===== config.mk =====
export PLATFORM = sky130hd
export DESIGN_NAME = vga_fb_arbiter
export DESIGN_NICKNAME = d
export VERILOG_FILES = /design/src/rtl/vga_fb_arbiter.sv
export SDC_FILE = /design/constraint.sdc
export NUM_CORES = 1
export LEC_CHECK = 0
export ABC_AREA = 0
export ABC_CLOCK_PERIOD_IN_PS = 3850
export CAP_MARGIN = 20
export CORE_MARGIN = 2
export CORE_UTILIZATION = 50
export DETAILED_ROUTE_END_ITERATION = 8
export HOLD_SLACK_MARGIN = 0.15
export PLACE_DENSITY = 0.75
export RECOVER_POWER = 50
export SYNTH_ARGS = -nofsm -noshare
export SYNTH_HDL_FRONTEND = slang
export SYNTH_SLANG_ARGS = --single-unit

===== constraint.sdc =====
create_clock -name clk -period 3.85 [get_ports clk]
set_input_delay 0.77 -clock clk [delete_from_list [all_inputs] [get_ports clk]]
set_output_delay 0.77 -clock clk [all_outputs]
set_load 0.1 [all_outputs]

===== src/rtl/vga_fb_arbiter.sv =====
// Framebuffer memory arbiter: shares one single-port memory between the
// display prefetch FIFO and a CPU port. The grant for the next cycle is
// decided at each clock edge from the post-edge FIFO level, so every
// memory strobe is driven straight from the registered state.
//
//   state | meaning
//   ------+--------------------------------------------------------------
//   IDLE  | no memory access this cycle (also used for out-of-range CPU)
//   DISP  | display read at fetch_addr; data returns next cycle
//   CPU   | CPU read/write at cpu_addr; cpu_ack follows next cycle
module vga_fb_arbiter #(
  parameter int FIFO_DEPTH = 8,
  parameter int LOW_WATER  = 4,
  parameter int FB_WORDS   = 307200
) (
  input  logic        clk,
  input  logic        rst_n,
  input  logic        cpu_req,
  input  logic        cpu_we,
  input  logic [18:0] cpu_addr,
  input  logic [31:0] cpu_wdata,
  output logic        cpu_ack,
  output logic [31:0] cpu_rdata,
  output logic        mem_en,
  output logic        mem_we,
  output logic [18:0] mem_addr,
  output logic [31:0] mem_wdata,
  input  logic [31:0] mem_rdata,
  input  logic        disp_frame_start,
  input  logic        disp_rd,
  output logic [23:0] disp_pixel,
  output logic        disp_underrun
);

  localparam int AW = $clog2(FIFO_DEPTH);
  localparam int CW = AW + 1;
  localparam int LW = CW + 1;
  localparam logic [31:0] FB_LIM    = 32'(FB_WORDS);
  localparam logic [31:0] DEPTH_LIM = 32'(FIFO_DEPTH);
  localparam logic [31:0] LOW_LIM   = 32'(LOW_WATER);

  typedef enum logic [1:0] {IDLE, DISP, CPU} state_t;

  state_t        state, state_nxt;
  logic          cpu_oob, cpu_oob_nxt;
  logic          cpu_rd_q;
  logic          disp_inflight, inflight_nxt;
  logic [18:0]   fetch_addr, fetch_addr_nxt;
  logic [CW-1:0] occ, occ_nxt;
  logic [AW-1:0] rd_ptr, wr_ptr;
  logic [23:0]   fifo_mem [FIFO_DEPTH];
  logic [LW-1:0] level_nxt;
  logic          push, pop, urgent, fetch_done_nxt, cpu_pending, cpu_in_range;

  // Post-edge FIFO bookkeeping; frame start overrides any push/pop/issue
  always_comb begin
    push           = disp_inflight & ~disp_frame_start;
    pop            = disp_rd & (occ != '0) & ~disp_frame_start;
    inflight_nxt   = (state == DISP) & ~disp_frame_start;
    occ_nxt        = disp_frame_start ? '0 : occ + CW'(push) - CW'(pop);
    fetch_addr_nxt = fetch_addr;
    if (disp_frame_start)   fetch_addr_nxt = '0;
    else if (state == DISP) fetch_addr_nxt = fetch_addr + 19'd1;
    level_nxt      = {1'b0, occ_nxt} + LW'(inflight_nxt);
    fetch_done_nxt = {13'b0, fetch_addr_nxt} >= FB_LIM;
    urgent         = 32'(level_nxt) < LOW_LIM;
    cpu_pending    = (state == CPU) | cpu_oob | cpu_ack;
    cpu_in_range   = {13'b0, cpu_addr} < FB_LIM;
  end

  // Grant priority for the next cycle
  always_comb begin
    state_nxt   = IDLE;
    cpu_oob_nxt = 1'b0;
    if (urgent && !fetch_done_nxt) begin
      state_nxt = DISP;
    end else if (cpu_req && !cpu_pending) begin
      if (cpu_in_range) state_nxt   = CPU;
      else              cpu_oob_nxt = 1'b1;
    end else if (32'(level_nxt) < DEPTH_LIM && !fetch_done_nxt) begin
      state_nxt = DISP;
    end
  end

  // State, CPU handshake and FIFO control registers
  always_ff @(posedge clk or negedge rst_n) begin
    if (!rst_n) begin
      state         <= IDLE;
      cpu_oob       <= 1'b0;
      cpu_ack       <= 1'b0;
      cpu_rd_q      <= 1'b0;
      disp_inflight <= 1'b0;
      fetch_addr    <= '0;
      occ           <= '0;
      rd_ptr        <= '0;
      wr_ptr        <= '0;
      disp_underrun <= 1'b0;
    end else begin
      state         <= state_nxt;
      cpu_oob       <= cpu_oob_nxt;
      cpu_ack       <= (state == CPU) | cpu_oob;
      cpu_rd_q      <= (state == CPU) & ~cpu_we;
      disp_inflight <= inflight_nxt;
      fetch_addr    <= fetch_addr_nxt;
      occ           <= occ_nxt;
      if (disp_frame_start) begin
        rd_ptr        <= '0;
        wr_ptr        <= '0;
        disp_underrun <= 1'b0;
      end else begin
        if (push) wr_ptr <= wr_ptr + 1'b1;
        if (pop)  rd_ptr <= rd_ptr + 1'b1;
        if (disp_rd && occ == '0) disp_underrun <= 1'b1;
      end
    end
  end

  // Pixel storage; contents are don't-care while the FIFO is empty
  always_ff @(posedge clk) begin
    if (push) fifo_mem[wr_ptr] <= mem_rdata[23:0];
  end

  // Memory strobes and read-data steering
  always_comb begin
    mem_en     = (state != IDLE);
    mem_we     = (state == CPU) & cpu_we;
    mem_addr   = '0;
    mem_wdata  = '0;
    if (state == DISP)     mem_addr = fetch_addr;
    else if (state == CPU) mem_addr = cpu_addr;
    if (state == CPU && cpu_we) mem_wdata = cpu_wdata;
    cpu_rdata  = (cpu_ack && cpu_rd_q) ? mem_rdata : '0;
    disp_pixel = (occ != '0) ? fifo_mem[rd_ptr] : '0;
  end

endmodule

==> impl_metrics.csv, run 1 <==
group,metric,value,unit
routing,drt-pass1-iter-count,4,
layout,fin_nets,907,
timing,period_minus_slack,3432,ps
routing,drt_iter0_drc,446,
routing,highest_layer,"met4",
placement,port_buffers,199,
hold_path,hp-class,"reg -> reg",
global_route,antenna_found_initial,1,
clock_tree,cts_tree,"built",
layout,drive_above_1_share,0.2682,
timing,post-route-period-util,0.8915,
routing,wl_met3,1.805,mm
logic_synthesis,syn-num-nets,702,
global_route,grt_use_total,0.2271,
routing,wirelength,23.29,mm
logic_synthesis,yosysTopAreaCellShare,0.5837,
die,core_area,19400,sq um
worst_setup_path,cpMostUsedCell,"buf_4",
power,powerDensity,654.8,nW/um^2
die,fp.dieW,144.6,um
global_route,grt_max_degree,55,
timing,fin_setup_tns,0,ps
global_route,grt_pass1_wl,35.67,mm
power,leakage,4.886,nW
routing,route.met2.wl,11.99,mm
timing,maxSlewViolCount,62,
routing,drt-vias-per-instance,5.599,
global_route,grt_overflow,0,
worst_setup_path,path_delay_family,"flip-flops",
worst_setup_path,crit_chain,"buf_4, mux4_2, mux2i_1, nor2_1, buf_4",
worst_setup_path,worstPathMaxFanout,27,
worst_setup_path,slowest_delay,800,ps
routing,wl_per_cell,21.36,um
clock_tree,htree_num_levels,1,
power,total_power,0.008524,W
die,rows,51,
logic_synthesis,synth_cells,604,
layout,areaGrowthSynthToFinish,31.80,%
status,status,"finished with violations",
worst_setup_path,slowest_stage,"dfrtp_4",
worst_setup_path,cp-start-kind,"register",
clock_tree,clock-sinks,228,
logic_synthesis,ys_seq_elements,228,
status,violations,"capacitance limit, slew limit",
run,drv_cap,2,
logic_synthesis,synth.avg_cell_area,16.35,sq um
layout,multiInputGateArea,3065,sq um
die,dieArea,20890,sq um
clock_tree,cts-root-buf,"clkbuf_16",
logic_synthesis,yosysWarnings,0,
clock_tree,ctsLongestPathBuffers,3,
logic_synthesis,yosysMostFrequentCell,"edfxtp_1",
timing,fin_skew,14.92,ps
timing,relSlewSlack,-0.3117,
logic_synthesis,ys_async_sr_fraction,0.1579,
clock_tree,clkLatencyLatePin,500,ps
clock_tree,holdBufCountCts,0,
logic_synthesis,synth_ff_type,"edfxtp_1",
clock_tree,cts.repair.resized,0,
clock_tree,clkSlewWorstSetupHoldPaths,60,ps
worst_setup_path,crit_type,"reg -> out",
timing,rsz0062_at_grt,"false",
logic_synthesis,syn_area,9877,sq um
worst_setup_path,arrival,2660,ps
timing,max_freq,291.4,MHz
placement,gp_congestion,0.8206,
routing,met1_length,9.172,mm
logic_synthesis,synth_top_cell_by_area,"edfxtp_1",
die,ioPinCount,200,
die,fp.dieH,144.6,um
routing,drc,0,
clock_tree,postCtsSetupBuffers,0,
logic_synthesis,yosysUniqueCellTypes,49,
logic_synthesis,ys_top_cells_by_count,"edfxtp_1, and3_1, nor2_1",
timing,hold_viol_final,0,
global_route,grt_pass1_vias,6498,
worst_setup_path,end_kind,"output port",
routing,drtAntennaViolNets,0,
logic_synthesis,synth_edf_count,192,
worst_setup_path,worst-path-buf-inv,2,
layout,regArea,6673,sq um
die,start_util,0.5092,
clock_tree,cts_buffers,23,
worst_setup_path,cp.required,3080,ps
logic_synthesis,synth-seq-area-share,0.6749,
power,vdd_drop_max,0.4074,mV
timing,tightest_slew,1967,ps
layout,fillers,1373,
timing,setup_violations,0,
routing,num_vias,6103,
logic_synthesis,yosys-top-cells-area,"edfxtp_1, mux4_2, dfrtp_1, and3_1, mux2i_1",
placement,hpwl,15.20,mm
## final cells by class
type / count / area share
Antenna cell: 1 / 0.0001922
Clock buffer: 27 / 0.04537
Clock inverter: 13 / 0.006632
Inverter: 6 / 0.001730
Multi-Input combinational cell: 333 / 0.2355
Sequential cell: 228 / 0.5126
Tap cell: 265 / 0.02547
Timing Repair Buffer: 217 / 0.1725
## cells by family after synthesis
logic type	after synthesis	share of synthesized area
flip-flops	228	0.6749
AND/OR/NAND/NOR	190	0.1087
multiplexers	75	0.1368
buffers and inverters	43	0.01748
AO/OA/AOI/OAI	35	0.02863
XOR/XNOR	24	0.02128
adder cells (fa/ha/maj)	9	0.01216
## path summary, 6_finish.rpt
| check | startpoint | to | slack, ps | depth (start not counted) |
|---|---|---|---|---|
| max | rd_ptr[0]$_DFFE_PN0P_ | disp_pixel[4] | 420 | 5 |
| min | cpu_oob$_DFF_PN0_ | cpu_ack$_DFF_PN0_ | 500 | 1 |
| max reg2reg | occ[2]$_DFF_PN0_ | state[1]$_DFF_PN0_ | 730 | 14 |
| min reg2reg | cpu_oob$_DFF_PN0_ | cpu_ack$_DFF_PN0_ | 500 | 1 |
| max in group asynchronous | rst_n | rd_ptr[0]$_DFFE_PN0P_ | 1630 | 1 |
| min in group asynchronous | rst_n | fetch_addr[8]$_DFF_PN0_ | 830 | 1 |
## state kept, by name (all words and copies together) (netlist names)
signal / flops
cpu_ack: 1
cpu_oob: 1
cpu_rd_q: 1
disp_inflight: 1
disp_underrun: 1
fetch_addr: 19
fifo_mem: 192
occ: 4
rd_ptr: 3
state: 2
wr_ptr: 3
## report_power, final
part	leakage (nW)	switching [W]	internal, W
registers	2.22	0.000172	0.00282
logic	2.33	0.00246	0.00104
clock network	0.336	0.000871	0.00116
total	4.89	0.00351	0.00502
## per-stage QoR
| stage | setup slack (ps) | cells | area (sq um) | hold WS, ps | util |
|---|---|---|---|---|---|
| detailed placement | 435.8 | 1049 | 12390 | 492.6 | 0.6387 |
| finish | 417.7 | 1090 | 13020 | 500.8 | 0.6711 |
| floorplan | 404.5 | 604 | 9877 | 443.2 | - |
| global placement | 547.8 | 1049 | 12390 | 472.8 | 0.6387 |
| CTS | 336.2 | 1089 | 13070 | 384.4 | 0.6736 |
| global route | 268.2 | 1090 | 13020 | 527.1 | 0.6711 |
## routing by layer
metal	track usage	up-vias
met5	0	-
met4	0.05059	0
met3	0.04503	25
met2	0.3991	257
met1	0.2950	3058
li1	-	2763
## worst reg2reg max path, delay by kind of cell (launching register included)
family,cells,cell delay [ps]
flip-flops,1,360
AO/OA/AOI/OAI,3,540
buffers and inverters,2,120
adder cells (fa/ha/maj),4,1100
AND/OR/NAND/NOR,5,930
## layout by cell type, fill, tap and decap left out, types with 4 or more instances in the layout
master,count
mux2i_1,27
buf_12,33
clkbuf_16,23
clkinv_1,6
clkdlybuf4s50_1,63
dlygate4sd3_1,26
clkbuf_1,9
nor3_1,4
buf_4,90
a22o_1,18
xnor2_1,12
a21oi_1,6
inv_1,6
dfrtp_1,33
nor2b_1,6
clkinv_2,5
edfxtp_1,192
and3_1,70
nand2b_1,6
nor2_1,60
xor2_1,12
mux4_2,48
nand2_1,13
ha_1,8
Power figures use the tool's default switching activity.
==> inputs of run 2 (changes only) <==
--- a/config.mk
+++ b/config.mk
@@ -8,7 +8,6 @@
 export ABC_AREA = 0
 export ABC_CLOCK_PERIOD_IN_PS = 3850
 export CAP_MARGIN = 20
-export CORE_MARGIN = 2
 export CORE_UTILIZATION = 50
 export DETAILED_ROUTE_END_ITERATION = 8
 export HOLD_SLACK_MARGIN = 0.15
==> run 2 against run 1 <==
Against the previous run:
- the run still ends with capacitance limit, slew limit left
- setup slack better by 36 ps
- power is 0.95% higher
- combinational power hardly changed
- critical endpoint is now mem_addr[18]
==> impl_metrics.csv, run 2 (same netlist as run 1, synthesis figures left out) <==
group,metric,value,unit
status,status,"finished with violations",
status,violations,"capacitance limit, slew limit",
worst_setup_path,r2r_cells,14,
worst_setup_path,cp-endpoint,"mem_addr[18]",
power,leakage,4.903,nW
die,ioPinCount,200,
power,vdd_drop_max,0.3635,mV
timing,post-route-period-util,0.8822,
clock_tree,postCtsSetupBuffers,0,
global_route,grt_max_degree,39,
layout,drive_above_1_share,0.2774,
timing,setup_violations,0,
placement,gp_congestion,0.8447,
layout,final_cells,1087,
layout,most-common-layout-cells,"edfxtp_1, buf_4, and3_1, clkdlybuf4s50_1, nor2_1",
layout,final_common_cell,"edfxtp_1",
power,switching_share,0.4058,
timing,tightest_slew,1928,ps
worst_setup_path,worstPathMaxFanout,38,
power,p_switching,0.003492,W
worst_setup_path,arrival,2630,ps
die,rows,51,
placement,port_buffers,199,
timing,rsz0062_at_grt,"false",
clock_tree,cts_tree,"built",
clock_tree,clkSlewWorstSetupHoldPaths,60,ps
routing,drtAntennaViolNets,0,
routing,drt_iter0_drc,380,
global_route,grt.busiest_layer,"met2",
timing,fin_skew,18.97,ps
placement,place_area,12370,sq um
die,start_util,0.5092,
worst_setup_path,cp-start-kind,"register",
timing,hold_viol_final,0,
timing,fin_setup_tns,0,ps
global_route,grt_use_total,0.2276,
worst_setup_path,end_kind,"output port",
routing,drt-pass1-iter-count,4,
routing,wirelength,22.81,mm
routing,num_vias,6073,
layout,fillers,1382,
worst_setup_path,r2r_start,"occ[2]$_DFF_PN0_",
layout,multiInputGateArea,3063,sq um
worst_setup_path,cp.required,3080,ps
hold_path,hp-class,"reg -> reg",
worst_setup_path,r2r_slack,800,ps
global_route,grt_pass1_vias,6222,
layout,antenna_cells,0,
routing,wl_per_cell,20.98,um
global_route,grt_pass1_wl,34.33,mm
clock_tree,ctsLongestPathBuffers,3,
layout,largest_reg_flops,192,
die,fp.dieH,142.6,um
clock_tree,clkLatencyLatePin,500,ps
clock_tree,cts.repair.resized,0,
power,powerDensity,659.3,nW/um^2
layout,fin_nets,907,
timing,relSlewSlack,-0.2853,
layout,areaGrowthSynthToFinish,32.15,%
clock_tree,cts_buffers,22,
global_route,use_met1,0.2834,
worst_setup_path,critPathLaunch,"state[0]$_DFF_PN0_",
die,core_area,19400,sq um
clock_tree,holdBufCountCts,0,
die,dieArea,20320,sq um
layout,largest-register,"fifo_mem",
timing,period_minus_slack,3396,ps
routing,drt-vias-per-instance,5.587,
layout,final_cell_area,13050,sq um
power,clockPowerShare,0.246,
power,seq_power_share,0.346,
power,p_comb_frac,0.409,
run,drv_cap,3,
worst_setup_path,crit_type,"reg -> out",
clock_tree,cts-root-buf,"clkbuf_16",
clock_tree,htree_num_levels,1,
routing,drc,0,
global_route,grt_overflow,0,
worst_setup_path,worstReg2RegEnd,"cpu_oob$_DFF_PN0_",
global_route,antenna_found_initial,0,
placement,hpwl,14.84,mm
global_route,grtUsageMet3,0.04441,
die,fp.dieW,142.6,um
placement,dp_cells,1050,
timing,max_freq,294.4,MHz
layout,largestRegisters,"fifo_mem (192), fetch_addr (19), occ (4)",
power,internal_power,0.005113,W
global_route,met2_usage,0.4035,
layout,regArea,6673,sq um
clock_tree,clock-sinks,228,
timing,maxSlewViolCount,87,
-- run 2: metal layers --
layer  wire (um)  vias up
met1        8736     3020
met3        1862       32
met4         388        0
met2       11820      269
met5           0        -
li1            -     2752
-- run 2: metrics by stage --
stage                     setup slack [ps]  total power [W]  hold slack [ps]    util
after detailed placement             460.5         0.006587            491.6  0.6375
after floorplan                      404.5         0.005715            443.2       -
final                                453.6         0.008605            499.9  0.6729
after global placement               566.8         0.006530            469.4  0.6375
after CTS                            429.0         0.008691            418.2  0.6741
after global routing                 292.4         0.008928            552.0  0.6729
-- run 2: worst min-delay path by stage --
stage | startpoint | end | slack (ps) | depth (start not counted)
floorplan | cpu_oob$_DFF_PN0_ | cpu_ack$_DFF_PN0_ | 440 | 1
global placement | cpu_oob$_DFF_PN0_ | cpu_ack$_DFF_PN0_ | 470 | 1
detailed placement | disp_underrun$_DFFE_PN0P_ | disp_underrun$_DFFE_PN0P_ | 490 | 2
CTS | rst_n | fetch_addr[17]$_DFF_PN0_ | 420 | 1
global route | disp_underrun$_DFFE_PN0P_ | disp_underrun$_DFFE_PN0P_ | 550 | 2
finish | disp_underrun$_DFFE_PN0P_ | disp_underrun$_DFFE_PN0P_ | 500 | 2
-- run 2: cell type report --
cell class              instances  area share
clock buffers                  26     0.04333
clock inverters                11     0.01102
well taps                     265     0.02540
inverters                       6    0.001725
flip-flops and latches        228      0.5112
multi-input cells             333      0.2347
repair buffers                218      0.1726
-- run 2: power groups by stage --
| stage | registers [W] | logic, W | clock network (W) |
|---|---|---|---|
| 2_1_floorplan | 0.00297 | 0.00274 | 0 |
| 3_3_place_gp | 0.00302 | 0.00351 | 0 |
| 3_5_place_dp | 0.00303 | 0.00356 | 0 |
| 4_1_cts | 0.00298 | 0.00356 | 0.00215 |
| 5_1_grt | 0.00299 | 0.00368 | 0.00225 |
| 6_report | 0.00297 | 0.00352 | 0.00211 |
-- run 2: worst max-delay path, stage by stage, from the launching register on --
cell     delay [ps]
dfrtp_1         430
nor2b_1         780
buf_4           440
a22o_1          190
buf_4           290
